**config.mk**
```make
export PLATFORM = sky130hd
export DESIGN_NAME = reqrsp_arbiter
export DESIGN_NICKNAME = d
export VERILOG_FILES = /design/src/rtl/reqrsp_arb_pkg.sv /design/src/rtl/reqrsp_tag_fifo.sv /design/src/rtl/reqrsp_arbiter.sv
export SDC_FILE = /design/constraint.sdc
export NUM_CORES = 1
export LEC_CHECK = 0
export CAP_MARGIN = 20
export CORE_MARGIN = 4
export CORE_UTILIZATION = 30
export DETAILED_ROUTE_END_ITERATION = 8
export DONT_BUFFER_PORTS = 1
export SLEW_MARGIN = 20
export SYNTH_ARGS = -nofsm -noshare
export SYNTH_HDL_FRONTEND = slang
export SYNTH_SLANG_ARGS = --single-unit
export TNS_END_PERCENT = 30
```
**constraint.sdc**
```tcl
create_clock -name clock -period 6.5 [get_ports clock]
set_input_delay 0.975 -clock clock [delete_from_list [all_inputs] [get_ports clock]]
set_output_delay 0.975 -clock clock [all_outputs]
set_load 0.01 [all_outputs]
```
**src/rtl/reqrsp_arb_pkg.sv**
```systemverilog
// Shared types and helpers for the request/response channel arbiter.
// Holds the FSM state encoding, default sizes and the round-robin picker.
package reqrsp_arb_pkg;

  localparam int unsigned NDefault     = 4;
  localparam int unsigned DepthDefault = 4;
  localparam int unsigned WreqDefault  = 32;
  localparam int unsigned WrspDefault  = 32;

  // The picker works on a fixed-width vector so it can live in a package.
  localparam int unsigned MaxN    = 32;
  localparam int unsigned MaxIdxW = 5;

  typedef enum logic [0:0] {
    StIdle   = 1'b0,
    StLocked = 1'b1
  } arb_state_e;

  typedef struct packed {
    logic               found;
    logic [MaxIdxW-1:0] idx;
  } rr_pick_t;

  // First set bit of valid at or after ptr, wrapping modulo n.
  function automatic rr_pick_t rr_pick(input logic [MaxN-1:0] valid,
                                       input int unsigned     ptr,
                                       input int unsigned     n);
    rr_pick_t    res;
    int unsigned cand;
    res = '0;
    for (int unsigned i = 0; i < MaxN; i++) begin
      if (i < n) begin
        cand = (ptr + i) % n;
        if (!res.found && valid[cand[MaxIdxW-1:0]]) begin
          res.found = 1'b1;
          res.idx   = cand[MaxIdxW-1:0];
        end
      end
    end
    return res;
  endfunction

endpackage

```
**src/rtl/reqrsp_tag_fifo.sv**
```systemverilog
// In-order FIFO of requester IDs for requests still awaiting a response.
// Only tags are stored; full/empty come from the occupancy count.
module reqrsp_tag_fifo
  import reqrsp_arb_pkg::*;
#(
  parameter int unsigned W     = 2,
  parameter int unsigned DEPTH = 4,
  localparam int unsigned CntW = $clog2(DEPTH + 1)
) (
  input  logic            clock,
  input  logic            reset_n,
  input  logic            push_i,
  input  logic [W-1:0]    tag_i,
  input  logic            pop_i,
  output logic [W-1:0]    head_o,
  output logic            full_o,
  output logic            empty_o,
  output logic [CntW-1:0] count_o
);

  localparam int unsigned PtrW = (DEPTH > 1) ? $clog2(DEPTH) : 1;

  logic [W-1:0]    mem_q [DEPTH];
  logic [PtrW-1:0] wr_ptr_q, wr_ptr_d;
  logic [PtrW-1:0] rd_ptr_q, rd_ptr_d;
  logic [CntW-1:0] count_q, count_d;
  logic            do_push, do_pop;

  assign full_o  = (count_q == CntW'(DEPTH));
  assign empty_o = (count_q == '0);
  assign count_o = count_q;
  assign head_o  = mem_q[rd_ptr_q];

  assign do_push = push_i & ~full_o;
  assign do_pop  = pop_i & ~empty_o;

  always_comb begin
    wr_ptr_d = wr_ptr_q;
    rd_ptr_d = rd_ptr_q;
    count_d  = count_q;
    if (do_push) begin
      wr_ptr_d = (wr_ptr_q == PtrW'(DEPTH - 1)) ? '0 : wr_ptr_q + 1'b1;
    end
    if (do_pop) begin
      rd_ptr_d = (rd_ptr_q == PtrW'(DEPTH - 1)) ? '0 : rd_ptr_q + 1'b1;
    end
    unique case ({do_push, do_pop})
      2'b10:   count_d = count_q + 1'b1;
      2'b01:   count_d = count_q - 1'b1;
      default: count_d = count_q;
    endcase
  end

  always_ff @(posedge clock or negedge reset_n) begin
    if (!reset_n) begin
      wr_ptr_q <= '0;
      rd_ptr_q <= '0;
      count_q  <= '0;
    end else begin
      wr_ptr_q <= wr_ptr_d;
      rd_ptr_q <= rd_ptr_d;
      count_q  <= count_d;
    end
  end

  // Tag storage needs no reset: entries are only read while counted valid.
  always_ff @(posedge clock) begin
    if (do_push) begin
      mem_q[wr_ptr_q] <= tag_i;
    end
  end

endmodule

```
**src/rtl/reqrsp_arbiter.sv**
```systemverilog
// Round-robin sharing of one req/rsp channel pair among N requesters.
// Responses return in request order and are steered by the tag FIFO head.
module reqrsp_arbiter
  import reqrsp_arb_pkg::*;
#(
  parameter int unsigned N     = NDefault,
  parameter int unsigned Wreq  = WreqDefault,
  parameter int unsigned Wrsp  = WrspDefault,
  parameter int unsigned DEPTH = DepthDefault,
  localparam int unsigned CntW = $clog2(DEPTH + 1)
) (
  input  logic              clock,
  input  logic              reset_n,
  input  logic [N-1:0]      s_req_valid,
  input  logic [N*Wreq-1:0] s_req_data,
  output logic [N-1:0]      s_req_ready,
  output logic [N-1:0]      s_rsp_valid,
  output logic [Wrsp-1:0]   s_rsp_data,
  input  logic [N-1:0]      s_rsp_ready,
  output logic              m_req_valid,
  output logic [Wreq-1:0]   m_req_data,
  input  logic              m_req_ready,
  input  logic              m_rsp_valid,
  input  logic [Wrsp-1:0]   m_rsp_data,
  output logic              m_rsp_ready,
  output logic [CntW-1:0]   outstanding,
  output logic              orphan_err
);

  localparam int unsigned IdxW = (N > 1) ? $clog2(N) : 1;

  arb_state_e      state_q;
  logic [IdxW-1:0] lock_idx_q;
  logic [IdxW-1:0] rr_ptr_q;
  logic            orphan_q;

  rr_pick_t        pick;
  logic            grant_vld;
  logic [IdxW-1:0] grant_idx;
  logic            req_accept;
  logic            rsp_accept;
  logic [IdxW-1:0] tag_head;
  logic            tag_full;
  logic            tag_empty;

  // A locked grant is held even when full: locking only happens with space.
  always_comb begin
    pick = rr_pick(MaxN'(s_req_valid), 32'(rr_ptr_q), N);
    if (state_q == StLocked) begin
      grant_vld = 1'b1;
      grant_idx = lock_idx_q;
    end else begin
      grant_vld = ~tag_full & pick.found;
      grant_idx = pick.idx[IdxW-1:0];
    end
  end

  // Handshake outputs are gated so they read 0 for the whole reset assertion.
  assign m_req_valid = reset_n & grant_vld;
  assign m_req_data  = s_req_data[32'(grant_idx) * Wreq +: Wreq];
  assign req_accept  = m_req_valid & m_req_ready;
  assign s_req_ready = req_accept ? (N'(1) << grant_idx) : '0;

  assign m_rsp_ready = reset_n & ~tag_empty & s_rsp_ready[tag_head];
  assign s_rsp_valid = (reset_n & m_rsp_valid & ~tag_empty) ? (N'(1) << tag_head) : '0;
  assign s_rsp_data  = m_rsp_data;
  assign rsp_accept  = m_rsp_valid & m_rsp_ready;
  assign orphan_err  = orphan_q;

  always_ff @(posedge clock or negedge reset_n) begin
    if (!reset_n) begin
      state_q    <= StIdle;
      lock_idx_q <= '0;
      rr_ptr_q   <= '0;
      orphan_q   <= 1'b0;
    end else begin
      unique case (state_q)
        StIdle: begin
          if (grant_vld && !m_req_ready) begin
            state_q    <= StLocked;
            lock_idx_q <= grant_idx;
          end
        end
        StLocked: begin
          if (m_req_ready) begin
            state_q <= StIdle;
          end
        end
        default: state_q <= StIdle;
      endcase
      if (req_accept) begin
        rr_ptr_q <= (grant_idx == IdxW'(N - 1)) ? '0 : grant_idx + 1'b1;
      end
      if (m_rsp_valid && tag_empty) begin
        orphan_q <= 1'b1;
      end
    end
  end

  reqrsp_tag_fifo #(
    .W     (IdxW),
    .DEPTH (DEPTH)
  ) u_tag_fifo (
    .clock   (clock),
    .reset_n (reset_n),
    .push_i  (req_accept),
    .tag_i   (grant_idx),
    .pop_i   (rsp_accept),
    .head_o  (tag_head),
    .full_o  (tag_full),
    .empty_o (tag_empty),
    .count_o (outstanding)
  );

endmodule

```
==> results of run 1 <==
layout make-up:
| cell class | count | area share (%) |
|---|---|---|
| multi-input combinational | 174 | 66.8 |
| sequential | 21 | 23.5 |
| tap | 105 | 5.47 |
| inverter | 13 | 2.03 |
| clock buffer | 4 | 1.87 |
| timing repair buffer | 1 | 0.312 |
report_power, final:
part           leakage (nW)  switching (mW)  internal (mW)
clock                0.0228          0.0385         0.0435
combinational         0.812           0.361          0.285
sequential            0.226          0.0504          0.189
placed cells by master, fill, tap and decap left out, drive strengths merged, types with 2 or more instances in the layout:
cell	synthesis	layout
a21oi	2	2
and2	9	9
ha	10	10
inv	13	13
or3b	2	2
clkbuf	2	4
mux2i	99	99
nor2	10	10
or3	2	2
dfrtp	13	13
nand2	7	7
nor2b	2	2
xor2	2	2
o21ai	4	4
mux4	2	2
nand3	2	2
o31ai	2	2
mux2	4	4
edfxtp	8	8
cells by family after synthesis:
group                      Yosys count
muxes                              105
AOI/OAI and AO/OA                   15
xor gates and xnor gates             3
DFF                                 21
and+or+nand+nor                     40
adders and majority gates           11
buffers and inverters               57
through the flow:
stage	hold slack, ps	worst slack (ps)	area (sq um)	instances	util (%)
2_1_floorplan	449	3160	2530	252	-
3_3_place_gp	475	2610	2360	314	28.7
3_5_place_dp	477	2540	2360	314	28.7
4_1_cts	399	2550	2400	318	29.3
5_1_grt	392	2390	2400	318	29.3
6_report	411	2580	2400	318	29.3
critical path, cell delays in order:
cell      delay (ps)
nor2b_1          100
a221oi_1         140
o31ai_4          240
buf_4            800
mux2i_1          270
mux2i_1          320
synth_stat cells (all sizes together):
master | count | area, sq um
mux2i | 99 | 991
buf | 42 | 309
dfrtp | 13 | 325
inv | 13 | 48.8
ha | 10 | 125
nor2 | 10 | 45.0
and2 | 9 | 56.3
edfxtp | 8 | 240
nand2 | 7 | 26.3
mux2 | 4 | 56.3
o21ai | 4 | 20.0
a21oi | 2 | 10.0
clkbuf | 2 | 7.51
mux4 | 2 | 48.8
nand3 | 2 | 10.0
nor2b | 2 | 12.5
o31ai | 2 | 20.0
or3 | 2 | 12.5
or3b | 2 | 17.5
xor2 | 2 | 17.5
a21boi | 1 | 7.51
a21o | 1 | 7.51
a221oi | 1 | 8.76
and3 | 1 | 6.26
fa | 1 | 20.0
nand2b | 1 | 6.26
nand3b | 1 | 7.51
nand4 | 1 | 6.26
o2111a | 1 | 11.3
o21a | 1 | 7.51
o21bai | 1 | 7.51
o221ai | 1 | 8.76
or2 | 1 | 6.26
or4 | 1 | 7.51
xnor2 | 1 | 8.76
worst max path at each step:
stage / start / to / slack [ps] / depth (start not counted)
finish: s_req_valid[2] / m_req_data[4] / 2580 / 6
global route: s_req_valid[2] / m_req_data[18] / 2390 / 6
CTS: s_req_valid[2] / m_req_data[4] / 2550 / 6
detailed placement: s_req_valid[2] / m_req_data[4] / 2540 / 6
global placement: s_req_valid[2] / m_req_data[4] / 2610 / 6
floorplan: s_req_valid[0] / s_req_ready[3] / 3160 / 7
flip-flops by register name (all words and copies together), names as in the netlist:
register             cells
rr_ptr_q                 2
state_q                  1
lock_idx_q               2
u_tag_fifo.count_o       3
u_tag_fifo.rd_ptr_q      2
orphan_err               1
u_tag_fifo.mem_q         8
u_tag_fifo.wr_ptr_q      2
per-layer routing:
metal,routed length [microns],vias up
li1,-,783
met1,2390,780
met2,3710,113
met3,640,6
met4,57,0
met5,0,-
==> results.cfg, run 1 <==
[status]
status = finished, final reports clean

[placed_design]
port_buffers = 0
gp_congestion = 0.762
hpwlAfterDp_microns = 5850

[worst_setup_path]
start_kind = primary input
worstSetupEndpointType = output pin
worst_r2r_startpoint = u_tag_fifo.rd_ptr_q[0]$_DFFE_PN0P_
r2r_setup_slack_ps = 3740
timing.rr.end = u_tag_fifo.count_o[2]$_DFFE_PN0P_
r2r_cells = 10
worstPathRequired_ps = 5520
cp_max_fo = 71
arrival_ps = 2950
crit_type = in2out

[cts]
max-clock-path-buffers = 2
cts_tree = done
post_cts_buffers = 0
cts.sinks = 21
worstSkewPairLatency_ps = 250
postCtsHoldBufs = 0
cts_max_level = 1
cts_resized = 0
cts_buffers = 3
cts_root_buf = clkbuf_8
clk_pin_slew_worst_paths_ps = 70

[floorplan]
die_area_sq_um = 9960
core_sq_um = 8220
io_pins = 250
die_y_microns = 99.8
die_x_microns = 99.8
num_rows = 33
floorplan.initialDensity_pct = 30.8

[synth]
synthSimpleGateAreaFrac_pct = 8.71
synth_top_family_by_area = multiplexers
syn_area_sq_um = 2530
synth_xor_area_share_pct = 1.04
synth_cells = 252
yosys_register_bits = 21
synthAdderAreaFrac_pct = 5.74
yosysWarnings = 0
synth_nets = 435
ys_seq_area_share_pct = 22.4
muxShareOfSynthArea_pct = 43.4
syn_avg_cell_area_sq_um = 10.0
synth_compound_area_share_pct = 4.31
synth_cell_types = 42

[power]
total_power_mw = 0.967
leakage_nw = 1.06
powerDensity_nw_per_um2 = 402
ir_worst_vdd_mv = 0.173

[sta]
hold_viol = 0
fin_skew_ps = 1.07
period_share_pct = 60.4
rsz0062_at_grt = no
fmax_mhz = 255
maxSlewViolCount = 0
layout_min_cycle_time_ps = 3920
tightest_slew_ps = 1070
relSlewSlack_pct = 28.4
tns_ps = 0
finalSetupViolCount = 0

[routing]
drcViolationCount = 0
wl_per_cell_microns = 21.4
drt_iter0_markers = 20
vias_per_cell = 5.29
routed_wirelength_microns = 6800
dr.pass1.iters = 4
final_antenna_net_count = 0
vias = 1682

[global_routing]
grt_max_degree = 72
grt_util_all_layers_pct = 13.1
grt_util_met1_pct = 14.2
grt_pass1_wl_microns = 10300
grt.busiest_layer = met2
grt.overflow.total = 0
grt.met2_usage_pct = 24.6
grt_pass1_vias = 1846
met3_usage_pct = 4.10
antenna_found_initial = 0

[cells_and_area]
regArea_sq_um = 566
drive_gt1_share_pct = 7.04
area_growth_pct = -4.90
insertedDiodeCount = 0
multi_input_area_sq_um = 1610
num-fill-cells = 847
nets = 397

[worst_hold_path]
hp-class = in2async

[job]
maxCapViolations = 0
No activity file was read; power rests on OpenSTA's default activity.
==> run 2: changes to the inputs <==
==> constraint.sdc (replaced) <==
create_clock -name clock -period 3.7 [get_ports clock]
set_input_delay 0.555 -clock clock [delete_from_list [all_inputs] [get_ports clock]]
set_output_delay 0.555 -clock clock [all_outputs]
set_load 0.01 [all_outputs]
==> run 2 against run 1 <==
Compared with the run above:
- die area is the same
- critical path depth shrank 1
- core utilization grew 0.29 points
- total power grew 77%
- final area grew 0.99%
- critical path type is now reg2out
- largest power group unchanged
==> results.cfg, run 2 (synthesis results as in run 1) <==
[status]
status = finished, final reports clean

[sta]
maxSlewViolCount = 0
finalSetupViolCount = 0
whs_ps = 354
period_share_pct = 83.6
fin_skew_ps = 1.55
tightest_slew_ps = 956
fmax_mhz = 323
layout_min_cycle_time_ps = 3090
tns_ps = 0
hold_viol = 0
rsz0062_at_grt = no
relSlewSlack_pct = 36.3

[worst_setup_path]
worstPathRequired_ps = 3140
crit_family = multiplexers
start_kind = flop
cp_max_fo = 38
worstSetupEndpointType = output pin
crit_type = reg2out
critical-path-slowest-cell = inv_2
crit_path_cell_trace = mux2_2, o221ai_1, o21a_1, inv_2, mux2i_1
arrival_ps = 2540
cp_num_buf_inv = 1
max_stage_delay_ps = 690

[cells_and_area]
nets = 398
final_cell_mix = 99 x mux2i_1, 13 x dfrtp_1, 12 x inv_1, 10 x ha_1
layout_commonest_cell = mux2i_1
largest_register_ffs = 8
top_register = u_tag_fifo.mem_q
num-fill-cells = 864
area_growth_pct = -3.96
drive_gt1_share_pct = 7.48
insertedDiodeCount = 0

[global_routing]
grt.overflow.total = 0
grt_pass1_wl_microns = 9950
grt_util_all_layers_pct = 12.5
grt_pass1_vias = 1762
antenna_found_initial = 0
grt_max_degree = 72

[job]
maxCapViolations = 0

[cts]
cts.sinks = 21
cts_max_level = 1
cts_buffers = 3
post_cts_buffers = 0
clk_pin_slew_worst_paths_ps = 80
max-clock-path-buffers = 2
cts_tree = done
cts_root_buf = clkbuf_8
worstSkewPairLatency_ps = 250

[routing]
wl_per_cell_microns = 21.2
dr.pass1.iters = 4
drcViolationCount = 0
final_antenna_net_count = 0
vias_per_cell = 5.31
routed_wirelength_microns = 6770
drt_iter0_markers = 20
vias = 1694

[floorplan]
core_sq_um = 8220
die_y_microns = 99.8
floorplan.initialDensity_pct = 30.8
io_pins = 250
die_area_sq_um = 9960
die_x_microns = 99.8
num_rows = 33

[placed_design]
port_buffers = 0
hpwlAfterDp_microns = 5760
gp_congestion = 0.793

[worst_hold_path]
hp-class = in2reg

[power]
powerDensity_nw_per_um2 = 707
ir_worst_vdd_mv = 0.234
leakage_nw = 1.07
==> run 2: routing by layer <==
layer / vias up / track usage, % / routed length (microns)
li1: 789 / - / -
met1: 770 / 13.3 / 2300
met2: 127 / 24.1 / 3670
met3: 8 / 4.31 / 736
met4: 0 / 2.21 / 65
met5: - / 0 / 0
==> run 2: stage by stage <==
step                      area [sq um]  power (mW)  worst slack [ps]  utilization [%]  cells
after global placement            2370        1.56               741             28.9    314
after CTS                         2430        1.75               521             29.5    319
after floorplan                   2530        1.45              1120                -    252
after detailed placement          2370        1.59               727             28.9    314
final                             2430        1.71               607             29.5    319
after global routing              2430        1.86               424             29.5    319
==> run 2: worst paths after layout <==
check / startpoint / to / slack (ps) / depth (start not counted)
worst max-delay path: rr_ptr_q[1]$_DFFE_PN0P_ / m_req_data[18] / 610 / 5
worst min-delay path: m_req_ready / state_q$_DFF_PN0_ / 350 / 1
worst max register to register: u_tag_fifo.rd_ptr_q[0]$_DFFE_PN0P_ / u_tag_fifo.count_o[2]$_DFFE_PN0P_ / 970 / 10
worst min register to register: lock_idx_q[1]$_DFFE_PN0P_ / lock_idx_q[1]$_DFFE_PN0P_ / 480 / 2
max in group asynchronous: reset_n / u_tag_fifo.rd_ptr_q[0]$_DFFE_PN0P_ / 2560 / 1
min in group asynchronous: reset_n / state_q$_DFF_PN0_ / 750 / 1
==> run 2: cell type report <==
class | instances | area [sq um] | share of cell area, %
repair buffers | 2 | 30.0 | 1.24
well taps | 105 | 131 | 5.41
flip-flops and latches | 21 | 566 | 23.3
multi-input cells | 174 | 1610 | 66.1
inverters | 13 | 48.8 | 2.01
clock inverters | 1 | 5.00 | 0.206
clock buffers | 3 | 41.3 | 1.70
==> run 2: power breakdown <==
part / internal (mW) / switching [mW]
Sequential: 0.332 / 0.0909
Combinational: 0.504 / 0.641
Clock: 0.0749 / 0.0725
==> run 2: repair_timing <==
item / in CTS / in global routing
gates resized for setup: 0 / 0
hold buffers: 1 / 0
endpoints found under the hold margin: 13 / 0
==> run 3: changes to the inputs <==
==> constraint.sdc (replaced) <==
create_clock -name clock -period 3.2 [get_ports clock]
set_input_delay 0.48 -clock clock [delete_from_list [all_inputs] [get_ports clock]]
set_output_delay 0.48 -clock clock [all_outputs]
set_load 0.01 [all_outputs]
==> run 3 against run 2 <==
Compared with the run above:
- global-route usage hardly changed
- critical endpoint is now s_req_ready[1]
- final area is 0.41% higher
- first-iteration DRC count is 20% higher
- routed wire length is 0.71% higher
- largest power group unchanged
==> results.cfg, run 3 (synthesis results as in run 1) <==
[status]
status = finished, final reports clean

[power]
internal_power_mw = 1.06
power_frac_clock_pct = 8.5
powerDensity_nw_per_um2 = 815
seqPwrFrac_pct = 24.4
swShare_pct = 46.8
comb_power_share_pct = 67.1
total_power_mw = 1.99
p_sw_mw = 0.930
ir_worst_vdd_mv = 0.295
leakage_nw = 1.08

[floorplan]
floorplan.initialDensity_pct = 30.8
die_area_sq_um = 9960
die_y_microns = 99.8
core_sq_um = 8220
die_x_microns = 99.8
io_pins = 250
num_rows = 33

[cts]
postCtsHoldBufs = 1
max-clock-path-buffers = 2
cts_max_level = 1
post_cts_buffers = 0
clk_pin_slew_worst_paths_ps = 70
cts_resized = 0
cts_tree = done
worstSkewPairLatency_ps = 260
cts_buffers = 3
cts_root_buf = clkbuf_8
cts.sinks = 21

[worst_setup_path]
arrival_ps = 2490
worst_r2r_startpoint = u_tag_fifo.rd_ptr_q[0]$_DFFE_PN0P_
start_kind = flop
crit_type = reg2out
worstSetupEndpointType = output pin
worstPathRequired_ps = 2720
critical-path-slowest-cell = inv_2
max_stage_delay_ps = 710
cp_max_fo = 38
r2r_cells = 10
r2r_setup_slack_ps = 490
crit_path_cell_trace = mux2_2, o221ai_1, o21a_1, inv_2, ha_1, and2_1
timing.rr.end = u_tag_fifo.count_o[2]$_DFFE_PN0P_
cp_num_buf_inv = 1
crit_family = buffers and inverters

[cells_and_area]
nets = 399
drive_gt1_share_pct = 7.91
layout_commonest_cell = mux2i_1
largest_register_ffs = 8
top_register = u_tag_fifo.mem_q
final_area_sq_um = 2440
final_cell_mix = 99 x mux2i_1, 13 x dfrtp_1, 12 x inv_1, 10 x ha_1
utilization_pct = 29.7
area_growth_pct = -3.56

[global_routing]
grt_util_all_layers_pct = 12.5
grt_pass1_wl_microns = 9910
antenna_found_initial = 1
grt.overflow.total = 0
grt_pass1_vias = 1742
grt_max_degree = 60

[routing]
wl_per_cell_microns = 21.3
routed_wirelength_microns = 6820
final_antenna_net_count = 0
drcViolationCount = 0
dr.pass1.iters = 4
vias_per_cell = 5.37
drt_iter0_markers = 24
vias = 1723

[placed_design]
gp_congestion = 0.779
placed_area_sq_um = 2380
port_buffers = 0
hpwlAfterDp_microns = 5860

[sta]
finalSetupViolCount = 0
whs_ps = 278
rsz0062_at_grt = no
period_share_pct = 92.8
hold_viol = 0
relSlewSlack_pct = 34.7
tightest_slew_ps = 979
fmax_mhz = 337
maxSlewViolCount = 0
fin_skew_ps = 4.34
tns_ps = 0
layout_min_cycle_time_ps = 2970

[job]
maxCapViolations = 0

[worst_hold_path]
min_from = m_req_ready
hold_path_depth = 1
hp-class = in2reg
whs_endpoint = state_q$_DFF_PN0_
==> run 3: cell count changes in the layout (fill, tap and decap cells not counted), sizes merged <==
cell and change:
diode +1, buf +1
==> run 3: power groups by stage <==
| stage | registers [mW] | clock network (mW) | logic, mW |
|---|---|---|---|
| final | 0.485 | 0.169 | 1.33 |
| after global routing | 0.502 | 0.189 | 1.46 |
| after CTS | 0.486 | 0.178 | 1.36 |
| after detailed placement | 0.491 | 0 | 1.35 |
| after global placement | 0.487 | 0 | 1.32 |
| after floorplan | 0.460 | 0 | 1.22 |
==> run 3: per-stage QoR <==
stage / setup slack (ps) / std cells
global route: 70.5 / 321
floorplan: 619 / 252
global placement: 464 / 315
finish: 230 / 321
detailed placement: 456 / 315
CTS: 176 / 320
==> run 3: final cells by class <==
cell class                 instances  area (sq um)
clock buffer                       3          41.3
clock inverter                     1          5.00
multi-input combinational        174          1610
sequential                        21           566
fill                             853          5780
antenna                            1          2.50
tap                              105           131
timing repair buffer               3          37.5
inverter                          13          48.8
==> run 3: per-layer routing <==
layer	GRT usage, %	wire length, microns
met5	0	0
met2	22.9	3640
met1	13.9	2420
met3	3.68	682
met4	3.68	82
==> run 3: how the worst max path moves through the flow <==
stage                                             from                                 to  depth (start not counted)
detailed placement                      s_req_valid[1]                     s_req_ready[3]                          6
floorplan           u_tag_fifo.rd_ptr_q[0]$_DFFE_PN0P_  u_tag_fifo.count_o[2]$_DFFE_PN0P_                         10
global placement                        s_req_valid[1]                     s_req_ready[3]                          6
global route                   rr_ptr_q[1]$_DFFE_PN0P_                     s_req_ready[3]                          6
finish                         rr_ptr_q[1]$_DFFE_PN0P_                     s_req_ready[1]                          6
CTS                            rr_ptr_q[1]$_DFFE_PN0P_                     s_req_ready[3]                          6
